**config.mk**
```make
export PLATFORM = sky130hd
export DESIGN_NAME = muldiv_ctrl
export DESIGN_NICKNAME = d
export VERILOG_FILES = /design/src/rtl/muldiv_pkg.sv /design/src/rtl/muldiv_timer.sv /design/src/rtl/muldiv_ctrl.sv
export SDC_FILE = /design/constraint.sdc
export NUM_CORES = 1
export LEC_CHECK = 0
export CAP_MARGIN = 20
export CORE_MARGIN = 2
export CORE_UTILIZATION = 23
export DETAILED_ROUTE_END_ITERATION = 8
export GPL_TIMING_DRIVEN = 0
export HOLD_SLACK_MARGIN = 0.05
export PLACE_DENSITY = 0.62
export SLEW_MARGIN = 5
export SYNTH_ARGS = -nofsm -noshare
export SYNTH_HDL_FRONTEND = slang
export SYNTH_SLANG_ARGS = --single-unit
```
**constraint.sdc**
```tcl
create_clock -name clk -period 4.8 [get_ports clk]
set_input_delay 0.96 -clock clk [delete_from_list [all_inputs] [get_ports clk]]
set_output_delay 0.96 -clock clk [all_outputs]
set_load 0.02 [all_outputs]
```
**src/rtl/muldiv_pkg.sv**
```systemverilog
// Shared constants for the multiply/divide sequencer: op codes, FSM states, cycle defaults.
// Latency: n/a (definitions only).
// Backpressure: n/a.
package muldiv_pkg;

   localparam logic [1:0] OP_MULT = 2'b00;
   localparam logic [1:0] OP_DIV  = 2'b01;
   localparam logic [1:0] OP_MTHI = 2'b10;
   localparam logic [1:0] OP_MTLO = 2'b11;

   typedef enum logic [1:0] {
      ST_IDLE    = 2'd0,
      ST_LOAD    = 2'd1,
      ST_RUN     = 2'd2,
      ST_CAPTURE = 2'd3
   } state_t;

   localparam int MULT_CYCLES_DEF = 33;
   localparam int DIV_CYCLES_DEF  = 33;

   // Wide enough for any realistic unit latency.
   localparam int CNT_W = 8;

   // The timer reaches zero on the last RUN cycle, so it starts one below the latency.
   function automatic logic [CNT_W-1:0] cycles_to_cnt(input int cycles);
      return CNT_W'(cycles - 1);
   endfunction

endpackage

```
**src/rtl/muldiv_timer.sv**
```systemverilog
// Loadable down-counter with a zero flag, timing the active unit's latency.
// Latency: load takes effect on the next edge; zero is combinational from the count.
// Backpressure: none; counts while enabled and parks at zero.
module muldiv_timer
   import muldiv_pkg::*;
(
   input  logic             clk,
   input  logic             reset,
   input  logic             load,
   input  logic [CNT_W-1:0] load_val,
   input  logic             en,
   output logic             zero
);

   logic [CNT_W-1:0] count;

   // Load has priority over counting; never wrap below zero.
   always_ff @(posedge clk) begin
      if (reset) begin
         count <= '0;
      end else if (load) begin
         count <= load_val;
      end else if (en && (count != '0)) begin
         count <= count - CNT_W'(1);
      end
   end

   assign zero = (count == '0);

endmodule

```
**src/rtl/muldiv_ctrl.sv**
```systemverilog
// Sequences MULT/DIV through the multi-cycle units into HI/LO; MTHI/MTLO write directly (optional DIV_ZERO_EXC_EN).
// Latency: HI/LO written CYCLES+2 edges after acceptance, done the cycle after; MTHI/MTLO next edge.
// Backpressure: op_ready only in IDLE, requests outside it are dropped; stall = rd_req & busy.
module muldiv_ctrl
   import muldiv_pkg::*;
#(
   parameter int MULT_CYCLES = MULT_CYCLES_DEF,
   parameter int DIV_CYCLES  = DIV_CYCLES_DEF
) (
   input  logic        clk,
   input  logic        reset,
   input  logic        op_valid,
   input  logic [1:0]  op_code,
   input  logic [31:0] op_a,
   input  logic [31:0] op_b,
   output logic        op_ready,
   output logic        mult_load,
   output logic [31:0] mult_a,
   output logic [31:0] mult_b,
   input  logic [31:0] mult_hi,
   input  logic [31:0] mult_lo,
   output logic        div_load,
   output logic [31:0] div_a,
   output logic [31:0] div_b,
   input  logic [31:0] div_hi,
   input  logic [31:0] div_lo,
   output logic [31:0] hi,
   output logic [31:0] lo,
   output logic        busy,
   output logic        done,
   input  logic        rd_req,
   output logic        stall
`ifdef DIV_ZERO_EXC_EN
   ,
   output logic        div_zero
`endif
);

   localparam logic [CNT_W-1:0] MULT_LOAD_VAL = cycles_to_cnt(MULT_CYCLES);
   localparam logic [CNT_W-1:0] DIV_LOAD_VAL  = cycles_to_cnt(DIV_CYCLES);

   state_t      state, state_nxt;
   logic        sel_div;
   logic [31:0] opnd_a, opnd_b;
   logic [31:0] hi_q, lo_q;
   logic        done_q;
   logic        tmr_zero;
   logic        accept, start_req, launch;

   assign accept    = op_valid && (state == ST_IDLE);
   assign start_req = accept && ((op_code == OP_MULT) || (op_code == OP_DIV));

`ifdef DIV_ZERO_EXC_EN
   logic dz_hit;
   assign dz_hit = accept && (op_code == OP_DIV) && (op_b == '0);
   assign launch = start_req && !dz_hit;

   // One-cycle flag for a divide-by-zero request that was swallowed in IDLE.
   always_ff @(posedge clk) begin
      if (reset) div_zero <= 1'b0;
      else       div_zero <= dz_hit;
   end
`else
   assign launch = start_req;
`endif

   // State register.
   always_ff @(posedge clk) begin
      if (reset) state <= ST_IDLE;
      else       state <= state_nxt;
   end

   // Next state plus per-state handshake and load outputs.
   always_comb begin
      state_nxt = state;
      op_ready  = 1'b0;
      busy      = 1'b0;
      mult_load = 1'b0;
      div_load  = 1'b0;
      case (state)
         ST_IDLE: begin
            op_ready = 1'b1;
            if (launch) state_nxt = ST_LOAD;
         end
         ST_LOAD: begin
            busy      = 1'b1;
            mult_load = !sel_div;
            div_load  = sel_div;
            state_nxt = ST_RUN;
         end
         ST_RUN: begin
            busy = 1'b1;
            if (tmr_zero) state_nxt = ST_CAPTURE;
         end
         ST_CAPTURE: begin
            busy      = 1'b1;
            state_nxt = ST_IDLE;
         end
         default: state_nxt = ST_IDLE;
      endcase
   end

   muldiv_timer u_timer (
      .clk      (clk),
      .reset    (reset),
      .load     (state == ST_LOAD),
      .load_val (sel_div ? DIV_LOAD_VAL : MULT_LOAD_VAL),
      .en       (state == ST_RUN),
      .zero     (tmr_zero)
   );

   // Operand/unit capture on launch, HI/LO writes from the unit or MTHI/MTLO, done pulse.
   always_ff @(posedge clk) begin
      if (reset) begin
         opnd_a  <= '0;
         opnd_b  <= '0;
         sel_div <= 1'b0;
         hi_q    <= '0;
         lo_q    <= '0;
         done_q  <= 1'b0;
      end else begin
         done_q <= (state == ST_CAPTURE);
         if (launch) begin
            opnd_a  <= op_a;
            opnd_b  <= op_b;
            sel_div <= (op_code == OP_DIV);
         end
         if (state == ST_CAPTURE) begin
            hi_q <= sel_div ? div_hi : mult_hi;
            lo_q <= sel_div ? div_lo : mult_lo;
         end else begin
            if (accept && (op_code == OP_MTHI)) hi_q <= op_a;
            if (accept && (op_code == OP_MTLO)) lo_q <= op_a;
         end
      end
   end

   // Both units see the same operand pair; only the loaded one acts on it.
   assign mult_a = opnd_a;
   assign mult_b = opnd_b;
   assign div_a  = opnd_a;
   assign div_b  = opnd_b;
   assign hi     = hi_q;
   assign lo     = lo_q;
   assign done   = done_q;
   assign stall  = rd_req & busy;

endmodule

```
### After elaboration in Yosys (flattened, before gate mapping)

Index checks and enable logic that the tools add are counted.

| word-level totals | value |
|---|---|
| register bits | 140 |
| bits of input ports | 198 |
| output and inout bits | 198 |
| logic and storage cells | 51 |

| cells by class | value |
|---|---|
| add/sub/neg operators | 1 |
| eq/ne operators | 8 |
| mux-type cells | 15 |
| bitwise logic cells | 1 |
| reduce and logical (&&, ||, !) cells | 17 |

Operator list:

| kind | count |
|---|---|
| $mux 32 | 6 |
| $mux 6 | 2 |
| $eq 2x2->1 const B | 4 |
| $logic_not 8->1 | 1 |
| $pmux 2 s4 | 1 |
| $reduce_bool 8->1 | 1 |
| $sub 8x1->8 const B | 1 |
| $reduce_bool 2->1 | 3 |
| $logic_and 1x1->1 | 5 |
| $eq 2x1->1 const B | 2 |
| $logic_not 2->1 | 2 |
| $mux 1 | 4 |
| $mux 2 | 2 |
| $ne 2x2->1 const B | 2 |
| $reduce_or 3->1 | 1 |
| $reduce_and 2->1 | 1 |
| $reduce_or 2->1 | 1 |
| $and 1x1->1 | 1 |
| $logic_not 1->1 | 1 |
| $logic_or 1x1->1 | 1 |

### Longest topological paths before layout

| logic depth | value |
|---|---|
| depth after elaboration | 5 |
| mapped depth | 8 |
| gate-level depth less buffers | 6 |

### Cells and area by module

A second synthesis with hierarchy kept.

| unflattened totals | value |
|---|---|
| cells, all modules | 807 |
| area, all modules | 7,034.2 um^2 |

By module, submodules not included:

| module | instances | cells each | area each (um^2) | sequential area each (um^2) |
|---|---|---|---|---|
| muldiv_ctrl | 1 | 748 | 6,518.8 | 2,642.5 |
| muldiv_timer | 1 | 59 | 515.5 | 160.2 |

### Worst setup path after synthesis

OpenSTA, ideal clock, no wires.

| timing path | value |
|---|---|
| path kind | input to output |
| from | in rd_req |
| to | out stall |
| data arrival time | 1,287 ps |
| required time | 3,840 ps |
| path slack | 2,553 ps |
| cell stages on the path | 1 |
| buffers on the path | 0 |
| cell sequence | nor2b_1 |

| between the ends | value |
|---|---|
| longest elaborated chain between the ends | 1 |

RTL lines:

| item | line | RTL |
|---|---|---|
| start, declared | muldiv_ctrl.sv:31 | `input logic rd_req,` |
| $and 1x1->1 | muldiv_ctrl.sv:146 | `assign stall = rd_req & busy;` |
| end, declared | muldiv_ctrl.sv:32 | `output logic stall` |

Every way passes these cells.

### Worst setup path in the final report

Same ends and word-level chain as after synthesis.

==> results.json <==
{
  "drtPass1Iterations": 5,
  "fillers": 2844,
  "crit_chain": "clkdlybuf4s50_1, nor2b_1, clkdlybuf4s50_1",
  "holdCritPathClass": "reg2reg",
  "grt_pass1_wl_mm": 43.2,
  "fin_worst_skew_ps": 16.3,
  "period_needed_ps": 3120,
  "peakVddDrop_mv": 0.166,
  "syn_nets": 1046,
  "ys_ff_latch": 140,
  "r2r_cells": 7,
  "place_ws_ps": 1690,
  "rsz0062_at_grt": "no",
  "synth.distinct_cells": 35,
  "vias": 7237,
  "crit_type": "in2out",
  "p_total_mw": 4.41,
  "drive_gt1_share_pct": 10.3,
  "syn_inst": 842,
  "drtIter0Drc": 229,
  "clk_latency_ps": 420,
  "fin_crit_sh_pct": 64.9,
  "cts_htree_levels": 4,
  "ys_seq_area_share_pct": 42.0,
  "worstSetupPathDepth": 3,
  "row_count": 62,
  "finalHoldViolations": 0,
  "clkTransAtPathRegs_ps": 50,
  "drc": 0,
  "cp_top_family": "buffers and inverters",
  "netlist_area_sq_um": 6670,
  "post_drt_wl_per_cell_microns": 17.7,
  "cap_violations": 0,
  "ios": 396,
  "crit-reg2reg-capture": "hi[29]$_SDFFE_PP0P_",
  "clockBufferDepth": 2,
  "status": "finished clean",
  "synthToLayoutAreaGrowth_pct": 75.2,
  "initial_utilization_pct": 23.3,
  "min_from": "hi[21]$_SDFFE_PP0P_",
  "async_flop_share_pct": 0,
  "ys_warn_count": 0,
  "worst_path_largest_cell_delay_ps": 610,
  "arrival_ps": 2160,
  "die_h_microns": 174,
  "dpl.cell_count": 1620,
  "hold_depth": 2,
  "hold_path_end": "hi[21]$_SDFFE_PP0P_",
  "cts_setup_buffers": 0,
  "relSlewSlack_pct": 38.6,
  "worst_path_most_repeated_cell": "clkdlybuf4s50_1",
  "setup_viol": 0,
  "num_antenna_cells": 0,
  "cts_root_buf": "clkbuf_16",
  "overflow": 0,
  "slowest_stage": "clkdlybuf4s50_1",
  "r2r-start": "state[0]$_SDFFE_PP0P_",
  "grt_pass1_vias": 7463,
  "fin_nets": 1459,
  "syn_area_per_cell_sq_um": 7.93,
  "p_leak_nw": 4.20,
  "cp-start-kind": "primary input",
  "clock_sinks": 140,
  "io_buffers": 394,
  "antenna_found_initial": 0,
  "fin_ws_ps": 1680,
  "place_hpwl_mm": 23.1,
  "dieArea_sq_um": 30400,
  "path_max_fanout": 1,
  "grt_max_degree": 17,
  "via_per_inst": 4.38,
  "ant_nets": 0,
  "cts_buffers": 17,
  "ys.flop_type": "dfxtp_1",
  "core_area_sq_um": 28600,
  "p_per_area_nw_per_um2": 377,
  "die_x_microns": 174,
  "cts_tree": "done",
  "crit_required_ps": 3840,
  "worstSetupEndpointType": "output pin",
  "post_cts_resized": 0,
  "worst_pin_slew_ps": 922,
  "synth_edf_count": 0,
  "slew_violations": 0,
  "layout.cells.non_filler": 1651,
  "reg2reg_slack_ps": 2610,
  "place_congestion": 0.860,
  "critPathBufInv": 2,
  "fin_setup_tns_ps": 0,
  "routed_wirelength_mm": 29.3,
  "fmax_mhz": 321,
  "grt_usage_pct": 18.8,
  "hold_buffers": 0
}
==> state kept, by name, indices dropped and copies added, names as in the netlist <==
| name | cells |
|---|---|
| u_timer.count | 8 |
| sel_div | 1 |
| hi | 32 |
| div_b | 32 |
| done | 1 |
| lo | 32 |
| div_a | 32 |
| state | 2 |
==> layout make-up <==
type	instances	area, sq um	area share [%]
Buffer	125	754	6.45
Clock buffer	18	429	3.67
Clock inverter	13	166	1.42
Inverter	5	18.8	0.160
Multi-Input combinational cell	572	3100	26.5
Sequential cell	140	2800	24.0
Tap cell	384	480	4.11
Timing Repair Buffer	394	3940	33.7
==> Yosys cell counts, drive strengths merged, types with 2 or more instances <==
library cell  number  share of area (%)
nor3b              2               0.30
nor2              75                4.2
nor2b              3               0.28
mux2i             65                9.7
clkbuf            31                1.7
xnor2              5               0.66
or2                3               0.28
inv                5               0.28
ha                 6                1.1
buf               94                9.6
a21oi            165                 12
dfxtp            140                 42
nand2b             2               0.19
nand2            197                 11
a211oi            34                3.8
==> cell families after synthesis <==
kind of cell | after synthesis | synth area share, %
flip-flops | 140 | 42.0
adder cells (fa/ha/maj) | 6 | 1.12
AO/OA/AOI/OAI | 205 | 17.3
multiplexers | 65 | 9.75
buffers and inverters | 130 | 11.6
XOR/XNOR | 5 | 0.656
AND/OR/NAND/NOR | 291 | 17.5
==> layout by cell type (no fill, tap or decap), types with 2 or more instances in the layout <==
cell type	n
nand2b_1	2
dfxtp_1	140
nor2_1	75
clkbuf_16	17
buf_1	2
clkbuf_1	32
bufinv_16	3
inv_1	5
nor2b_1	3
clkinv_2	2
xnor2_1	5
nand2_1	197
clkinv_4	2
clkinvlp_4	3
buf_4	68
clkdlybuf4s50_1	394
ha_1	6
a21oi_1	164
inv_6	3
buf_2	24
a211oi_1	34
mux2i_1	65
or2_2	2
==> worst min-delay path: stages, from the launching register on <==
cell     delay [ps]
dfxtp_1         310
nand2_1          50
a21oi_1          50
==> stage by stage <==
stage / hold WS (ps) / area [sq um] / util, %
after floorplan: 456 / 6670 / -
after global placement: 438 / 11100 / 38.8
after detailed placement: 445 / 11100 / 38.8
after CTS: 454 / 11700 / 40.9
after global routing: 476 / 11700 / 40.9
final: 450 / 11700 / 40.9
==> worst max-delay path by stage <==
stage,from,end,slack [ps]
2_1_floorplan,rd_req,stall,2550
3_3_place_gp,rd_req,stall,1710
3_5_place_dp,rd_req,stall,1690
4_1_cts,sel_div$_SDFFE_PP0P_,div_load,1620
5_1_grt,sel_div$_SDFFE_PP0P_,div_load,1570
6_report,rd_req,stall,1680
==> layer usage <==
metal	vias to the layer above	GRT usage (%)	share of wire (%)
li1	3584	-	-
met2	294	33.9	50
met4	0	5.99	1.8
met5	-	0	0
met3	30	4.66	7.2
met1	3329	21.8	41
==> where the power goes <==
group	internal (mW)	leakage (nW)	switching, mW
clock network	0.819	0.283	0.534
registers	1.30	1.14	0.104
logic	0.775	2.77	0.875
total	2.90	4.20	1.51
Power figures use the tool's default switching activity.
